$ cat config.mk
export PLATFORM = sky130hd
export DESIGN_NAME = magnitude_comparator
export DESIGN_NICKNAME = d
export VERILOG_FILES = /design/src/rtl/magnitude_comparator.sv
export SDC_FILE = /design/constraint.sdc
export NUM_CORES = 1
export LEC_CHECK = 0
export BUFFER_PORTS_ARGS = -buffer_cell sky130_fd_sc_hd__buf_2
export CORE_AREA = 2 2 39 41
export DETAILED_ROUTE_END_ITERATION = 10
export DIE_AREA = 0 0 41 43
export PLACE_DENSITY = 0.39
export SLEW_MARGIN = 20
export SYNTH_ARGS = -nofsm -noshare
export SYNTH_HDL_FRONTEND = slang
export SYNTH_SLANG_ARGS = --single-unit
$ cat constraint.sdc
create_clock -name clk -period 2.2 [get_ports clk]
set_input_delay 0.44 -clock clk [delete_from_list [all_inputs] [get_ports clk]]
set_output_delay 0.44 -clock clk [all_outputs]
set_load 0.05 [all_outputs]
$ cat src/rtl/magnitude_comparator.sv
// rtl/magnitude_comparator.sv - registered N-bit signed/unsigned magnitude comparator (optional min/max via COMPARATOR_MINMAX_EN)
module magnitude_comparator #(
    parameter int N      = 4,
    parameter int SIGNED = 1
) (
    input  logic         clk,
    input  logic         rst,
    input  logic         in_valid,
    input  logic [N-1:0] a,
    input  logic [N-1:0] b,
    output logic         out_valid,
    output logic         gt,
    output logic         lt,
    output logic         eq
`ifdef COMPARATOR_MINMAX_EN
    ,
    output logic [N-1:0] min,
    output logic [N-1:0] max
`endif
);

    // Flipping the sign bit maps two's complement order onto unsigned order,
    // so one unsigned compare serves both signedness modes.
    localparam logic [N-1:0] SIGN_MASK = (SIGNED != 0) ? (N'(1) << (N - 1)) : '0;

    logic [N-1:0] a_key;
    logic [N-1:0] b_key;
    logic         is_gt;
    logic         is_lt;
    logic         is_eq;

    // Relational decode straight from the unregistered operands
    always_comb begin
        a_key = a ^ SIGN_MASK;
        b_key = b ^ SIGN_MASK;
        is_eq = (a == b);
        is_gt = (a_key > b_key);
        is_lt = !is_eq && !is_gt;
    end

    // Result register: valid follows in_valid, flags hold across gaps
    always_ff @(posedge clk or posedge rst) begin
        if (rst) begin
            out_valid <= 1'b0;
            gt        <= 1'b0;
            lt        <= 1'b0;
            eq        <= 1'b0;
        end else begin
            out_valid <= in_valid;
            if (in_valid) begin
                gt <= is_gt;
                lt <= is_lt;
                eq <= is_eq;
            end
        end
    end

`ifdef COMPARATOR_MINMAX_EN
    logic [N-1:0] lo_val;
    logic [N-1:0] hi_val;

    // Smaller/larger operand; equality falls through to a on both sides
    always_comb begin
        lo_val = is_gt ? b : a;
        hi_val = is_lt ? b : a;
    end

    // Min/max register, updated in lockstep with the flags
    always_ff @(posedge clk or posedge rst) begin
        if (rst) begin
            min <= '0;
            max <= '0;
        end else if (in_valid) begin
            min <= lo_val;
            max <= hi_val;
        end
    end
`endif

endmodule

**After elaboration in Yosys (flattened, before gate mapping)**

Cells that the tools add are included.
Widths: inputs -> output; s select.

- Add/subtract/negate cells: 0
- $mul: 0
- Divide/modulo/power cells: 0
- Order comparisons: 1
- Equal/unequal tests: 1
- Shift-type cells: 0
- Mux-type cells: 0
- Bitwise logic cells: 2
- Reductions and logical operators: 3

Operator list:

| cell | number |
|---|---|
| $eq 4x4->1 | 1 |
| $gt 4x4->1 | 1 |
| $logic_not 1->1 | 2 |
| $not 1->1 | 2 |
| $logic_and 1x1->1 | 1 |

- Register bits after elaboration: 4
- Bits in latches: 0
- RAM bits: 0
- Memory bits (read-only): 0
- Bits of input ports: 11
- Output and inout port bits: 4
- Logic and storage cells: 11
- Memories kept: 0

**Logic depth before layout (Yosys ltp)**

Gate-level depths: netlist of the first run.

- Depth after elaboration: 4
- Mapped depth: 5
- Mapped depth without buffers: 5

**Worst setup path after synthesis of the first run**

OpenSTA, ideal clock, no wires.

- Path kind: in2reg
- Start: input b[1]
- End: register lt
- Library setup time: 122 ps
- Arrival: 1,181 ps
- Data required time: 2,078 ps
- Slack: 897 ps
- Cell stages on the path: 5
- Buffers on the path: 0
- Path through: inv_1 > ha_1 > nor2b_1 > o211ai_1 > a32o_1

- Cells in the longest elaborated chain, start to end: 3
- Elaborated cells on any way between the ends: 5
- Those cells by class: 1 x order compare; 1 x eq/ne; 3 x reduce/logical

Ends and longest elaborated chain:

| element | line | text |
|---|---|---|
| from (decl) | 10 | `input logic [N-1:0] b,` |
| $gt 4x4->1 / $eq 4x4->1 (equally long branches) | 37, 36 |  |
| $logic_not 1->1 | 38 | `is_lt = !is_eq && !is_gt;` |
| $logic_and 1x1->1 (*) | 38 |  |
| to (signal assigned) | 52 | `lt <= is_lt;` |
| to (decl) | 13 | `output logic lt,` |

Every way passes the cells marked *; elsewhere a longest branch is shown, timed or not.
A chain may end at the register's enable or synchronous reset.

**Worst setup path in the final report of the first run**

- Start: register gt
- End: output gt

RTL lines:

| element | line | text |
|---|---|---|
| from (decl) | 12 | `output logic gt,` |
| from (signal assigned) | 51 | `gt <= is_gt;` |

No word-level cell between the ends.

==> impl_metrics.yaml, run 1 <==
critical_path:
  r2r-end: "gt"
  crit_slowest_cell: "dfrtp_1"
  startpoint: "gt"
  r2r_setup_slack_ns: 1.39
  crit_type: "flop to output port"
  cp.depth: 1
  start_kind: "flop"
  worst_ep_arrival_time_ns: 0.89
  max_stage_delay_ns: 0.38
  cp_top_family: "flip-flops"
  crit_fanout: 2
  end_kind: "output port"
  cp_cell_sequence: "buf_2"
  cp_num_buf_inv: 1
  cp_data_required_time_ns: 1.76
  reg2reg_depth: 3
  crit_end: "gt"
  reg2reg_from: "gt"
yosys:
  async_reset_ff_share_pct: 100
  synthDistinctLibCells: 13
  post-synth-top-area-cell: "dfrtp_1"
  ys_ff_latch: 4
  syn_avg_cell_area_um2: 10.4
  synth_compound_area_share_pct: 12.5
  synthAdderAreaFrac_pct: 19.2
  synth_enable_flop_cells: 0
  synthXorXnorAreaFrac_pct: 0
  synthCells: 25
  syn_nets: 40
  synthSimpleGateAreaFrac_pct: 21.2
  synth_top_area_share_pct: 38.5
  ys_top_cells_by_count: "6 x inv_1, 4 x dfrtp_1, 4 x ha_1"
  yosysSeqAreaShare_pct: 38.5
  synth_top_family_by_area: "simple AND/OR/NAND/NOR gates"
  synthMuxAreaShare_pct: 0
  synthFlopType: "dfrtp_1"
  yosysMostFrequentCell: "inv_1"
  yosys-top-cells-area: "dfrtp_1 38%, ha_1 19%, inv_1 8.7%"
  ys_warn_count: 0
  synth_area_um2: 260
sta:
  period_share_pct: 60.7
  rsz0062_at_grt: "false"
  slew_headroom_pct: 83.3
  hold-worst-slack_ns: 0.0770
  fin_skew_ns: 0
  finalSetupTns_ns: 0
  worst_slack_ns: 0.865
  drv_slew: 0
  setup_viol: 0
  timing.fmax_mhz: 749
  hold_viol: 0
  max_slew.worst_pin.slew_ns: 0.252
  finalCriticalPeriod_ns: 1.33
placed_design:
  dp_slack_ns: 0.734
  numPortBuffers: 14
  hpwl_um: 479
  dp_cells: 55
  globalplace.congestion: 0.595
finish:
  areaGrowthSynthToFinish_pct: 43.3
  diodes: 0
  seqCellArea_um2: 100
  utilization_pct: 26.9
  instances_no_fill: 58
  multi_input_area_um2: 138
  layout.nets: 59
  drive_gt1_share_pct: 45.2
  nFillCells: 159
power:
  leakage_nw: 0.215
  irDropWorstVdd_uv: 121
  power.density_nw_per_um2: 684
run_status:
  run_status: "finished clean"
clocking:
  clock_latency_ns: 0.23
  cts_hold_buf: 0
  path_clk_slew_ns: 0.04
  cts_tree: "yes"
  h-tree-depth: 1
  cts_root_buf: "clkbuf_4"
  cts_buffer_depth: 2
  post_cts_buffers: 0
  cts-resized-gates: 0
  numCtsBuffers: 3
  clock_sinks: 4
min_path:
  hold_class: "input port to asynchronous set/reset pin"
floorplan:
  die_w_um: 41
  start_util_pct: 18.8
  die-area_um2: 1760
  core_um2: 1380
  die_h_um: 43
  row_count: 14
  io_pins: 15
routing:
  drc: 0
  drtIter0Drc: 1
  via_per_inst: 3.98
  wl_um: 534
  postRouteAntennaNets: 0
  via_count: 231
  dr.pass1.iters: 3
  wire_per_inst_um: 9.21
global_route:
  grt_max_degree: 6
  antenna_found_initial: 0
  overflow: 0
  groute.usage.overall_pct: 7.22
  grt_pass1_wl_um: 793
  grt_pass1_vias: 238
run:
  maxCapViolations: 0
[cell families (layout without fill, tap and decap cells)]
| kind of cell | after synthesis | after routing |
|---|---|---|
| buf+inv | 6 | 23 |
| flops | 4 | 4 |
| fa+ha+maj | 4 | 4 |
| compound gates | 4 | 4 |
| simple gates | 7 | 7 |
[registers in the layout (all words and copies together) (netlist names)]
signal	flops
eq	1
gt	1
out_valid	1
lt	1
[per-stage QoR]
| step | power (mW) | cell area, um2 |
|---|---|---|
| CTS | 0.262 | 373 |
| floorplan | 0.142 | 260 |
| finish | 0.255 | 373 |
| detailed placement | 0.165 | 350 |
| global placement | 0.165 | 350 |
| global route | 0.267 | 373 |
[cells in the final DEF (no fill, tap or decap)]
cell type  synthesis  final
a22oi_1            1      1
a32o_1             1      1
and3b_1            1      1
buf_2              0     14
clkbuf_4           0      3
dfrtp_1            4      4
ha_1               4      4
inv_1              6      6
nand2_1            2      2
nand2b_4           1      1
nand4_1            1      1
nor2b_1            1      1
nor3b_2            1      1
o211ai_1           1      1
o21a_1             1      1
[routing by layer]
metal,GRT usage (%),vias up,wire [um]
met1,6.73,97,229
li1,-,119,-
met5,0,-,0
met2,10.3,15,226
met3,1.57,0,78
met4,10.0,0,0
[power breakdown]
group	switching (mW)	total (mW)	leakage, nW	internal (mW)
Combinational	0.0491	0.0766	0.152	0.0276
Clock	0.0312	0.0923	0.0138	0.0611
Sequential	0.00444	0.0863	0.0489	0.0818
Total	0.0847	0.255	0.215	0.171
[cell type report]
cell class              count  share of cell area (%)
well taps                  16                    5.37
multi-input cells          15                    36.9
clock buffers               3                    6.04
flip-flops and latches      4                    26.8
inverters                   6                    6.04
repair buffers             14                    18.8
[how the worst min path moves through the flow]
| stage | cells after the start | start | to | slack [ns] |
|---|---|---|---|---|
| 2_1_floorplan | 1 | rst | eq | 0.21 |
| 3_3_place_gp | 2 | rst | out_valid | 0.32 |
| 3_5_place_dp | 2 | rst | eq | 0.34 |
| 4_1_cts | 2 | rst | gt | 0.08 |
| 5_1_grt | 2 | rst | gt | 0.10 |
| 6_report | 2 | rst | gt | 0.08 |
(Power assumes the default switching activity.)
==> inputs of run 2 (changes only) <==
--- a/config.mk
+++ b/config.mk
@@ -9,7 +9,7 @@
 export CORE_AREA = 2 2 39 41
 export DETAILED_ROUTE_END_ITERATION = 10
 export DIE_AREA = 0 0 41 43
-export PLACE_DENSITY = 0.39
+export PLACE_DENSITY = 0.4
 export SLEW_MARGIN = 20
 export SYNTH_ARGS = -nofsm -noshare
 export SYNTH_HDL_FRONTEND = slang
==> constraint.sdc (replaced) <==
create_clock -name clk -period 1.13 [get_ports clk]
set_input_delay 0.226 -clock clk [delete_from_list [all_inputs] [get_ports clk]]
set_output_delay 0.226 -clock clk [all_outputs]
set_load 0.05 [all_outputs]
==> impl_metrics.yaml, run 2 (synthesis results as in run 1) <==
sta:
  period_share_pct: 95.5
  finalCriticalPeriod_ns: 1.08
  rsz0062_at_grt: "false"
  slew_headroom_pct: 83.5
  timing.fmax_mhz: 927
  max_slew.worst_pin.slew_ns: 0.249
  hold_viol: 0
  fin_skew_ns: 0
  worst_slack_ns: 0.0511
  setup_viol: 0
  drv_slew: 0
routing:
  dr.pass1.iters: 4
  via_count: 241
  wl_um: 522
  via_per_inst: 4.08
  wire_per_inst_um: 8.85
  drtIter0Drc: 2
  drc: 0
  postRouteAntennaNets: 0
critical_path:
  cp_num_buf_inv: 1
  crit_slowest_cell: "dfrtp_1"
  start_kind: "flop"
  crit_fanout: 2
  cp_cell_sequence: "clkbuf_4"
  worst_ep_arrival_time_ns: 0.85
  end_kind: "output port"
  cp_data_required_time_ns: 0.90
  max_stage_delay_ns: 0.37
  crit_type: "flop to output port"
  cp_top_family: "flip-flops"
finish:
  layout.nets: 60
  diodes: 0
  final_cell_mix: "13 x buf_2, 6 x inv_1, 4 x ha_1, 4 x clkbuf_4, 4 x dfrtp_1"
  areaGrowthSynthToFinish_pct: 48.1
  layout_commonest_cell: "buf_2"
  stdcell_area_um2: 385
  drive_gt1_share_pct: 44.2
global_route:
  groute.usage.overall_pct: 7.43
  grt_max_degree: 6
  overflow: 0
  grt_pass1_vias: 246
  grt_pass1_wl_um: 841
  antenna_found_initial: 0
power:
  irDropWorstVdd_uv: 250
  power.density_nw_per_um2: 1280
  power_uw: 495
  leakage_nw: 0.219
floorplan:
  die_h_um: 43
  start_util_pct: 18.8
  row_count: 14
  core_um2: 1380
  die_w_um: 41
  die-area_um2: 1760
  io_pins: 15
run:
  maxCapViolations: 0
run_status:
  run_status: "finished clean"
clocking:
  post_cts_buffers: 0
  clock_sinks: 4
  cts_root_buf: "clkbuf_4"
  h-tree-depth: 1
  cts_tree: "yes"
  clock_latency_ns: 0.23
  numCtsBuffers: 3
  path_clk_slew_ns: 0.04
  cts_buffer_depth: 2
placed_design:
  numPortBuffers: 14
  globalplace.congestion: 0.630
  dp_slack_ns: -0.128
  dpl-instance-area_um2: 350
min_path:
  hold_class: "input port to flop"
-- run 2: timing repair --
item,CTS,global route
gates resized for setup,0,1
hold buffers,1,0
hold endpoints to repair,4,0
setup endpoints to repair,0,1
-- run 2: metrics by stage --
stage | instances | TNS, ns | utilization (%) | hold WS [ns]
6_report | 59 | 0 | 27.8 | 0.162
4_1_cts | 59 | 0 | 27.7 | 0.154
5_1_grt | 59 | 0 | 27.8 | 0.163
3_5_place_dp | 55 | -0.238 | 25.3 | 0.114
3_3_place_gp | 55 | -0.154 | 25.3 | 0.105
2_1_floorplan | 25 | 0 | - | -0.00792
-- run 2: final timing paths --
| kind | slack (ns) | cells after the start | from | end |
|---|---|---|---|---|
| min in group asynchronous | 0.42 | 3 | rst | lt |
| min reg2reg | 0.47 | 1 | eq | eq |
| max | 0.05 | 1 | gt | gt |
| max in group asynchronous | 0.57 | 3 | rst | out_valid |
| min | 0.16 | 1 | in_valid | out_valid |
| max reg2reg | 0.30 | 3 | gt | gt |
-- run 2: area by class of cell --
type | count | area (um2)
inverters | 6 | 22.5
multi-input cells | 15 | 138
well taps | 16 | 20.0
clock buffers | 3 | 22.5
fillers | 157 | 998
flip-flops and latches | 4 | 100
repair buffers | 15 | 82.6
-- run 2: power by group --
group          leakage (nW)  total (mW)  switching [mW]  internal [mW]
combinational         0.157       0.156          0.0967         0.0589
clock                0.0138       0.170          0.0519          0.118
sequential           0.0489       0.169         0.00935          0.160
total                 0.219       0.495           0.158          0.337
-- run 2: per-layer routing --
layer | GRT usage, % | wire [um] | part of all wire, % | vias to the layer above
met1 | 6.75 | 214 | 41 | 102
met3 | 1.57 | 67 | 13 | 0
met5 | 0 | 0 | 0 | -
li1 | - | - | - | 124
met2 | 11.9 | 241 | 46 | 15
met4 | 8.00 | 0 | 0 | 0
